[config.mk]
export PLATFORM = sky130hd
export DESIGN_NAME = if_id_queue_flat
export DESIGN_NICKNAME = d
export VERILOG_FILES = /design/src/rtl/if_id_queue_if.sv /design/src/rtl/if_id_queue.sv /design/src/flat_wrapper.sv
export SDC_FILE = /design/constraint.sdc
export NUM_CORES = 1
export LEC_CHECK = 0
export BUFFER_PORTS_ARGS = -buffer_cell sky130_fd_sc_hd__buf_2
export CORE_UTILIZATION = 38
export CTS_CLUSTER_DIAMETER = 60
export DETAILED_ROUTE_END_ITERATION = 8
export PLACE_DENSITY = 0.54
export SLEW_MARGIN = 20
export SYNTH_ARGS = -nofsm -noshare
export SYNTH_HDL_FRONTEND = slang
export SYNTH_SLANG_ARGS = --single-unit
[constraint.sdc]
create_clock -name clk -period 8.48 [get_ports clk]
set_input_delay 2.12 -clock clk [delete_from_list [all_inputs] [get_ports clk]]
set_output_delay 2.12 -clock clk [all_outputs]
set_load 0.03 [all_outputs]
[src/rtl/if_id_queue_if.sv]
`timescale 1ns/1ps
`default_nettype none
// ============================================================================
//  Module   : if_id_queue_if
//  Purpose  : Handshake bundle between the IF stage, the IF/ID instruction
//             queue and the ID stage. The master side is the IF/ID pipeline
//             environment (drives fetch data and the ID consume strobe); the
//             slave side is the queue itself.
//  Revision : 1.0 - initial release
// ============================================================================
interface if_id_queue_if #(
    parameter int ADDR_W = 32,
    parameter int INST_W = 32
) ();
    logic              in_valid;
    logic [ADDR_W-1:0] in_pc;
    logic [INST_W-1:0] in_inst;
    logic              in_ready;
    logic              out_valid;
    logic [ADDR_W-1:0] out_pc;
    logic [INST_W-1:0] out_inst;
    logic              out_ready;

    modport master (
        output in_valid, in_pc, in_inst, out_ready,
        input  in_ready, out_valid, out_pc, out_inst
    );

    modport slave (
        input  in_valid, in_pc, in_inst, out_ready,
        output in_ready, out_valid, out_pc, out_inst
    );
endinterface
`default_nettype wire

[src/rtl/if_id_queue.sv]
`timescale 1ns/1ps
`default_nettype none
// ============================================================================
//  Module   : if_id_queue
//  Purpose  : DEPTH-entry FIFO between IF and ID with valid/ready handshakes,
//             global rdy freeze and single-cycle flush. An empty queue shows
//             a zero bubble on out_pc/out_inst.
//  Options  : IFQ_BYPASS_EN - when defined, an empty queue forwards the
//             incoming fetch combinationally to the output in the same cycle.
//  Revision : 1.0 - initial release
// ============================================================================
module if_id_queue #(
    parameter int ADDR_W = 32,
    parameter int INST_W = 32,
    parameter int DEPTH  = 4,
    parameter int CNT_W  = $clog2(DEPTH + 1)
) (
    input  wire logic              clk,
    input  wire logic              rst,
    input  wire logic              rdy,
    input  wire logic              flush,
    if_id_queue_if.slave           bus,
    output logic [CNT_W-1:0]       count,
    output logic                   full,
    output logic                   empty
);

    localparam int                 c_PTR_W     = $clog2(DEPTH);
    localparam logic [CNT_W-1:0]   c_DEPTH_CNT = CNT_W'(DEPTH);

    logic [ADDR_W-1:0]  r_mem_pc   [DEPTH];
    logic [INST_W-1:0]  r_mem_inst [DEPTH];
    logic [c_PTR_W-1:0] r_rd_ptr;
    logic [c_PTR_W-1:0] r_wr_ptr;
    logic [CNT_W-1:0]   r_count;

    logic w_full;
    logic w_empty;
    logic w_bypass;
    logic w_push;
    logic w_pop;
    logic w_store;
    logic w_advance_rd;

    assign w_full  = (r_count == c_DEPTH_CNT);
    assign w_empty = (r_count == '0);

`ifdef IFQ_BYPASS_EN
    // Empty queue forwards the fetch straight through; flush kills it.
    assign w_bypass = w_empty && bus.in_valid && rdy && !flush;
`else
    assign w_bypass = 1'b0;
`endif

    // in_ready depends only on registered state so it never waits on ID.
    assign bus.in_ready  = !w_full && rdy;
    assign bus.out_valid = (!w_empty && rdy) || w_bypass;

    assign w_push = bus.in_valid && bus.in_ready;
    assign w_pop  = bus.out_valid && bus.out_ready;

    // A bypassed word consumed in the same cycle is never written.
    assign w_store      = w_push && !(w_bypass && bus.out_ready);
    assign w_advance_rd = w_pop && !w_bypass;

    assign count = r_count;
    assign full  = w_full;
    assign empty = w_empty;

    // Head presentation: bypass data, stored head, or the zero bubble.
    always_comb begin
        bus.out_pc   = '0;
        bus.out_inst = '0;
        if (w_bypass) begin
            bus.out_pc   = bus.in_pc;
            bus.out_inst = bus.in_inst;
        end else if (bus.out_valid) begin
            bus.out_pc   = r_mem_pc[r_rd_ptr];
            bus.out_inst = r_mem_inst[r_rd_ptr];
        end
    end

    // Storage array: written on accepted pushes, intentionally not reset.
    always_ff @(posedge clk) begin
        if (rdy && !flush && w_store) begin
            r_mem_pc[r_wr_ptr]   <= bus.in_pc;
            r_mem_inst[r_wr_ptr] <= bus.in_inst;
        end
    end

    // Pointer and occupancy update: freeze, then flush, then push/pop.
    always_ff @(posedge clk or posedge rst) begin
        if (rst) begin
            r_rd_ptr <= '0;
            r_wr_ptr <= '0;
            r_count  <= '0;
        end else if (rdy) begin
            if (flush) begin
                r_rd_ptr <= '0;
                r_wr_ptr <= '0;
                r_count  <= '0;
            end else begin
                if (w_store) begin
                    r_wr_ptr <= r_wr_ptr + 1'b1;
                end
                if (w_advance_rd) begin
                    r_rd_ptr <= r_rd_ptr + 1'b1;
                end
                case ({w_store, w_advance_rd})
                    2'b10:   r_count <= r_count + 1'b1;
                    2'b01:   r_count <= r_count - 1'b1;
                    default: r_count <= r_count;
                endcase
            end
        end
    end

endmodule
`default_nettype wire

[src/flat_wrapper.sv]
// flat-port wrapper written by rule: the top's interface ports become plain ports
module if_id_queue_flat 
#(
    parameter int ADDR_W = 32,
    parameter int INST_W = 32,
    parameter int DEPTH  = 4,
    parameter int CNT_W  = $clog2(DEPTH + 1)
)
  (clk, rst, rdy, flush, count, full, empty, bus_in_valid, bus_in_pc, bus_in_inst, bus_out_ready, bus_in_ready, bus_out_valid, bus_out_pc, bus_out_inst);
  if_id_queue_if #(.ADDR_W(ADDR_W), .INST_W(INST_W)) bus_i ();
  input  wire logic clk;
  input  wire logic rst;
  input  wire logic rdy;
  input  wire logic flush;
  output logic [CNT_W-1:0] count;
  output logic full;
  output logic empty;
  input wire logic [$bits(bus_i.in_valid)-1:0] bus_in_valid;
  input wire logic [$bits(bus_i.in_pc)-1:0] bus_in_pc;
  input wire logic [$bits(bus_i.in_inst)-1:0] bus_in_inst;
  input wire logic [$bits(bus_i.out_ready)-1:0] bus_out_ready;
  output wire logic [$bits(bus_i.in_ready)-1:0] bus_in_ready;
  output wire logic [$bits(bus_i.out_valid)-1:0] bus_out_valid;
  output wire logic [$bits(bus_i.out_pc)-1:0] bus_out_pc;
  output wire logic [$bits(bus_i.out_inst)-1:0] bus_out_inst;
  assign bus_i.in_valid = bus_in_valid;
  assign bus_i.in_pc = bus_in_pc;
  assign bus_i.in_inst = bus_in_inst;
  assign bus_i.out_ready = bus_out_ready;
  assign bus_in_ready = bus_i.in_ready;
  assign bus_out_valid = bus_i.out_valid;
  assign bus_out_pc = bus_i.out_pc;
  assign bus_out_inst = bus_i.out_inst;
  if_id_queue #(.ADDR_W(ADDR_W), .INST_W(INST_W), .DEPTH(DEPTH), .CNT_W(CNT_W)) u_core (.clk(clk), .rst(rst), .rdy(rdy), .flush(flush), .bus(bus_i), .count(count), .full(full), .empty(empty));
endmodule
# Yosys cells after proc, flatten, opt, wreduce, memory -nomap -nowiden
# Memories as Yosys holds them, arrays and structs flattened.
# Index checks and enable logic that the tools add are counted.
dict set report word_totals {
  regBits 7
  ram_bits 256
  out_inout_bits 71
  mem_count 2
}
dict set report op_classes {
  add_sub_neg 4
  n_eq_ne 3
  n_mux 10
  n_reduce_logical 16
}
# memory depth width rd rd_clocked_by_memory_dff wr line_no
set mem_list {}
lappend mem_list {u_core.r_mem_inst 4 32 1 0 1 if_id_queue.sv:32} ;# logic [INST_W-1:0] r_mem_inst [DEPTH];
lappend mem_list {u_core.r_mem_pc 4 32 1 0 1 if_id_queue.sv:31} ;# logic [ADDR_W-1:0] r_mem_pc [DEPTH];
# cell count
set ops {}
lappend ops {{two-way mux 32 bit} 2}
lappend ops {{two-way mux 2 bit} 4}
lappend ops {{logical AND 1 bit} 6}
lappend ops {{case mux 3 bit (2 select lines)} 1}
lappend ops {{AND reduction 2 bit} 3}
lappend ops {{adder 2 x 1 -> 2 bit (second input constant)} 2}
lappend ops {{nonzero test 2 bit} 2}
lappend ops {{adder 3 x 1 -> 3 bit (second input constant)} 1}
lappend ops {{== test 3 bit (second input constant)} 1}
lappend ops {{logical NOT 1 bit} 3}
lappend ops {{logical NOT 3 bit} 1}
lappend ops {{two-way mux 3 bit} 1}
lappend ops {{nonzero test 3 bit} 1}
lappend ops {{subtractor 3 x 1 -> 3 bit (second input constant)} 1}
lappend ops {{== test 2 x 1 -> 1 bit (second input constant)} 1}
lappend ops {{== test 2 bit (second input constant)} 1}
lappend ops {{two-way mux 1 bit} 2}

# Logic depth before layout (Yosys ltp)
dict set report depth {
  depth_word 7
  mapped_depth 10
  mapped_depth_nobuf 8
}

# Worst setup path before layout
# OpenSTA, ideal clock, no wires.
dict set report synth_timing {
  path_type {input -> output}
  startpoint {in rdy}
  endpoint {out bus_out_pc[12]}
  arrival_time_ps 3066
  required_ps 6360
  slack_ps 3294
  stages 3
  path_buffers 1
  cell_sequence {o31a_4 > clkbuf_1 > and2_1}
}
dict set report synth_via {
  elab_chain_len 2
}
# item line_no
set synth_lines {}
lappend synth_lines {{start, declared} flat_wrapper.sv:13} ;# input wire logic rdy;
lappend synth_lines {{logical AND 1 bit} if_id_queue.sv:57} ;# assign bus.out_valid = (!w_empty && rdy) || w_bypass;
lappend synth_lines {{net bus_out_valid} flat_wrapper.sv:23} ;# output wire logic [$bits(bus_i.out_valid)-1:0] bus_out_valid;
lappend synth_lines {{two-way mux 32 bit} if_id_queue.sv:77} ;# end else if (bus.out_valid) begin
lappend synth_lines {{end, declared} flat_wrapper.sv:24} ;# output wire logic [$bits(bus_i.out_pc)-1:0] bus_out_pc;
# The timed path passes the listed nets, and every way through them passes these cells.

# Worst setup path in the final report
dict set report layout_timing {
  startpoint {in rdy}
  endpoint {out bus_out_pc[28]}
}
dict set report layout_via {
  elab_chain_len 2
}
# item line_no
set layout_lines {}
lappend layout_lines {{logical AND 1 bit} if_id_queue.sv:57}
lappend layout_lines {{two-way mux 32 bit} if_id_queue.sv:77}
# No other way between the ends.

==> flow_summary.toml <==
[placement]
place_inst = 925
post-place-ws_ns = 2.920
port_buffers = 140
hpwl_um = 10820
gp_congestion = 0.7612
dpl-instance-area_um2 = 11250

[finish]
fin_nets = 697
stdcell_count = 978
design_area_um2 = 12160
areaGrowthSynthToFinish_pct = 18.73
drive_gt1_share_pct = 40.34

[synth]
ys_ff_latch = 263
yosysWarnings = 0
syn_area_um2 = 10240
synth_nets = 550
syn_avg_cell_area_um2 = 21.56
netlist-cell-type-count = 34
netlist_instances = 475
yosysSeqAreaShare_pct = 76.78

[global_route]
antenna_found_initial = 3
grt.total_usage_pct = 14.78
grt.overflow.total = 0
grt_max_degree = 72
grt_pass1_vias = 5393
grt_first_pass_wirelength_um = 31040

[setup_path]
start_kind = "primary input"
rr_startpoint = "u_core.count[0]"
crit_start = "rdy"
crit_required_ns = 6.36
worstPathArrival_ns = 3.37
worstPathMaxFanout = 71
critPathKind = "primary input to output pin"
end_kind = "output pin"

[power_and_ir_drop]
intPower_w = 0.002483
p_sw_share_pct = 28.92
leakage_nw = 4.178
power_frac_comb_pct = 21.6
power.switching_w = 0.001010
power.share.clock_pct = 33.2
peakVddDrop_uv = 199.8
p_seq_share_pct = 45.2
pwr_density_cell_nw_per_um2 = 287.4

[detailed_routing]
postRouteAntennaNets = 0
wl_per_cell_um = 20.61
viasPerCell = 5.081
num_vias = 4969
drt_iter0_drc = 221
routed_wl_um = 20160
drcViolationCount = 14
first_pass_iters = 6

[timing]
tns_ns = 0
setup_viol_count_final = 0
max_slew_margin_pct = 28.31
fin_crit_sh_pct = 64.71
hold_viol_final = 0
rsz0062_at_grt = "no"
maxSlewViolCount = 0
fin_skew_ns = 0.008363
min_period_ns = 5.488
tightest_slew_ns = 1.075
fin_ws_ns = 2.992
fmax_mhz = 182.2

[cts]
cts-resized-gates = 0
cts_setup_buffers = 0
cts_buffer_depth = 3
cts.clk_slew.worst_paths_ns = 0.05
cts.sinks = 263
cts_tree = "yes"
cts_hold_buffers = 0
cts_buffers = 29
worstSkewPairLatency_ns = 0.53
cts_root_buffer = "clkbuf_16"
htreeDepth = 1

[floorplan]
fp.dieH_um = 166.2
fp.coreArea_um2 = 26280
die_area_um2 = 27610
rows = 59
die_x_um = 166.2
io_pins = 141
start_util_pct = 38.96

[hold_path]
holdCritPathClass = "register to register"
min_from = "u_core.r_wr_ptr[1]"

[outcome]
status = "finished with violations"
failed_checks = "design-rule violations"

[job]
cap_violations = 0
kinds of logic (layout without fill, tap and decap cells):
group                    after synthesis  after routing  synth area share [%]
adder cells (fa/ha/maj)                5              5                0.6109
AO/OA/AOI/OAI                         16             16                 1.124
other                                  0              1                     0
AND/OR/NAND/NOR                       92             92                 5.511
buffers and inverters                 32            199                 1.491
flip-flops                           263            263                 76.78
multiplexers                          67             67                 14.48
metal layers:
| metal | vias to the layer above | wire [µm] | track usage [%] |
|---|---|---|---|
| li1 | 2220 | - | - |
| met1 | 2561 | 8268 | 18.82 |
| met2 | 145 | 10180 | 25.39 |
| met5 | - | 13 | 0 |
| met4 | 2 | 434 | 4.429 |
| met3 | 41 | 1258 | 3.194 |
per-stage QoR:
| stage | total power, W | util [%] | hold slack [ns] |
|---|---|---|---|
| 5_1_grt | 0.003647 | 46.25 | 0.7444 |
| 6_report | 0.003494 | 46.26 | 0.6908 |
| 2_1_floorplan | 0.002155 | - | 0.5965 |
| 3_5_place_dp | 0.002379 | 42.83 | 0.6671 |
| 4_1_cts | 0.003551 | 46.18 | 0.6829 |
| 3_3_place_gp | 0.002363 | 42.83 | 0.6285 |
power groups by stage:
stage / Sequential [W] / Combinational, W / Clock [W]
4_1_cts: 0.00159 / 0.000771 / 0.00119
2_1_floorplan: 0.00154 / 0.000610 / 0
6_report: 0.00158 / 0.000754 / 0.00116
3_5_place_dp: 0.00161 / 0.000768 / 0
5_1_grt: 0.00159 / 0.000809 / 0.00124
3_3_place_gp: 0.00161 / 0.000756 / 0
path summary, 6_finish.rpt:
check	depth (start not counted)	slack, ns	endpoint
max reg2reg	8	5.81	u_core.count[2]
min	2	0.69	u_core.r_wr_ptr[1]
max	4	2.99	bus_out_pc[28]
max in group asynchronous	2	6.72	u_core.r_rd_ptr[0]
min in group asynchronous	2	1.52	u_core.r_rd_ptr[1]
min reg2reg	2	0.69	u_core.r_wr_ptr[1]
critical path: stages:
cell and delay (ns):
buf_2 0.14, o31a_4 0.61, and2_1 0.26, buf_2 0.21
cell usage in the layout, fill, tap and decap left out, drive strengths merged, types with 4 or more instances in the layout:
cell type	count
and2	69
nor2	5
nand3	4
edfxtp	256
o21ai	5
clkbuf	33
clkinv	15
dfrtp	7
mux4	64
buf	142
ha	5
inv	7
cells in the mapped netlist:
library cell | number | area, µm²
a311o_1 | 1 | 10.01
o22a_1 | 1 | 8.760
o31a_4 | 1 | 17.52
inv_1 | 6 | 22.52
ha_1 | 5 | 62.56
o22ai_1 | 1 | 6.260
a31oi_1 | 2 | 12.51
a21oi_1 | 1 | 5.000
o211ai_1 | 1 | 7.510
or2_0 | 1 | 6.260
or3_1 | 1 | 6.260
or3b_1 | 1 | 8.760
nor4bb_1 | 1 | 10.01
nand2_1 | 3 | 11.26
nor2_1 | 5 | 18.77
nand3_1 | 4 | 20.02
mux4_2 | 64 | 1441
nor2b_1 | 2 | 12.51
edfxtp_1 | 256 | 7687
o31ai_1 | 3 | 22.52
buf_4 | 5 | 37.54
dfrtp_1 | 7 | 175.2
and4_4 | 1 | 11.26
nor3_1 | 2 | 10.01
buf_6 | 1 | 11.26
nor4_1 | 1 | 6.260
mux2_2 | 1 | 11.26
buf_2 | 5 | 25.02
or3_4 | 1 | 11.26
buf_1 | 3 | 11.26
o21ai_0 | 5 | 25.02
clkbuf_1 | 12 | 45.04
and2_1 | 69 | 431.7
mux2_4 | 2 | 30.03
flip-flops by register name, indices dropped and copies added, names as in the netlist:
name,flops
u_core.count,3
u_core.r_rd_ptr,2
u_core.r_wr_ptr,2
u_core.r_mem_pc,128
u_core.r_mem_inst,128
layout make-up:
type                    count  area (µm²)
flip-flops and latches    263        7870
inverters                   6       22.52
repair buffers            142       728.2
clock buffers              33       740.7
clock inverters            18       140.1
multi-input cells         180        2235
fillers                  2282       14120
diodes                      1       2.502
well taps                 335       419.2
Power figures use the tool's default switching activity.
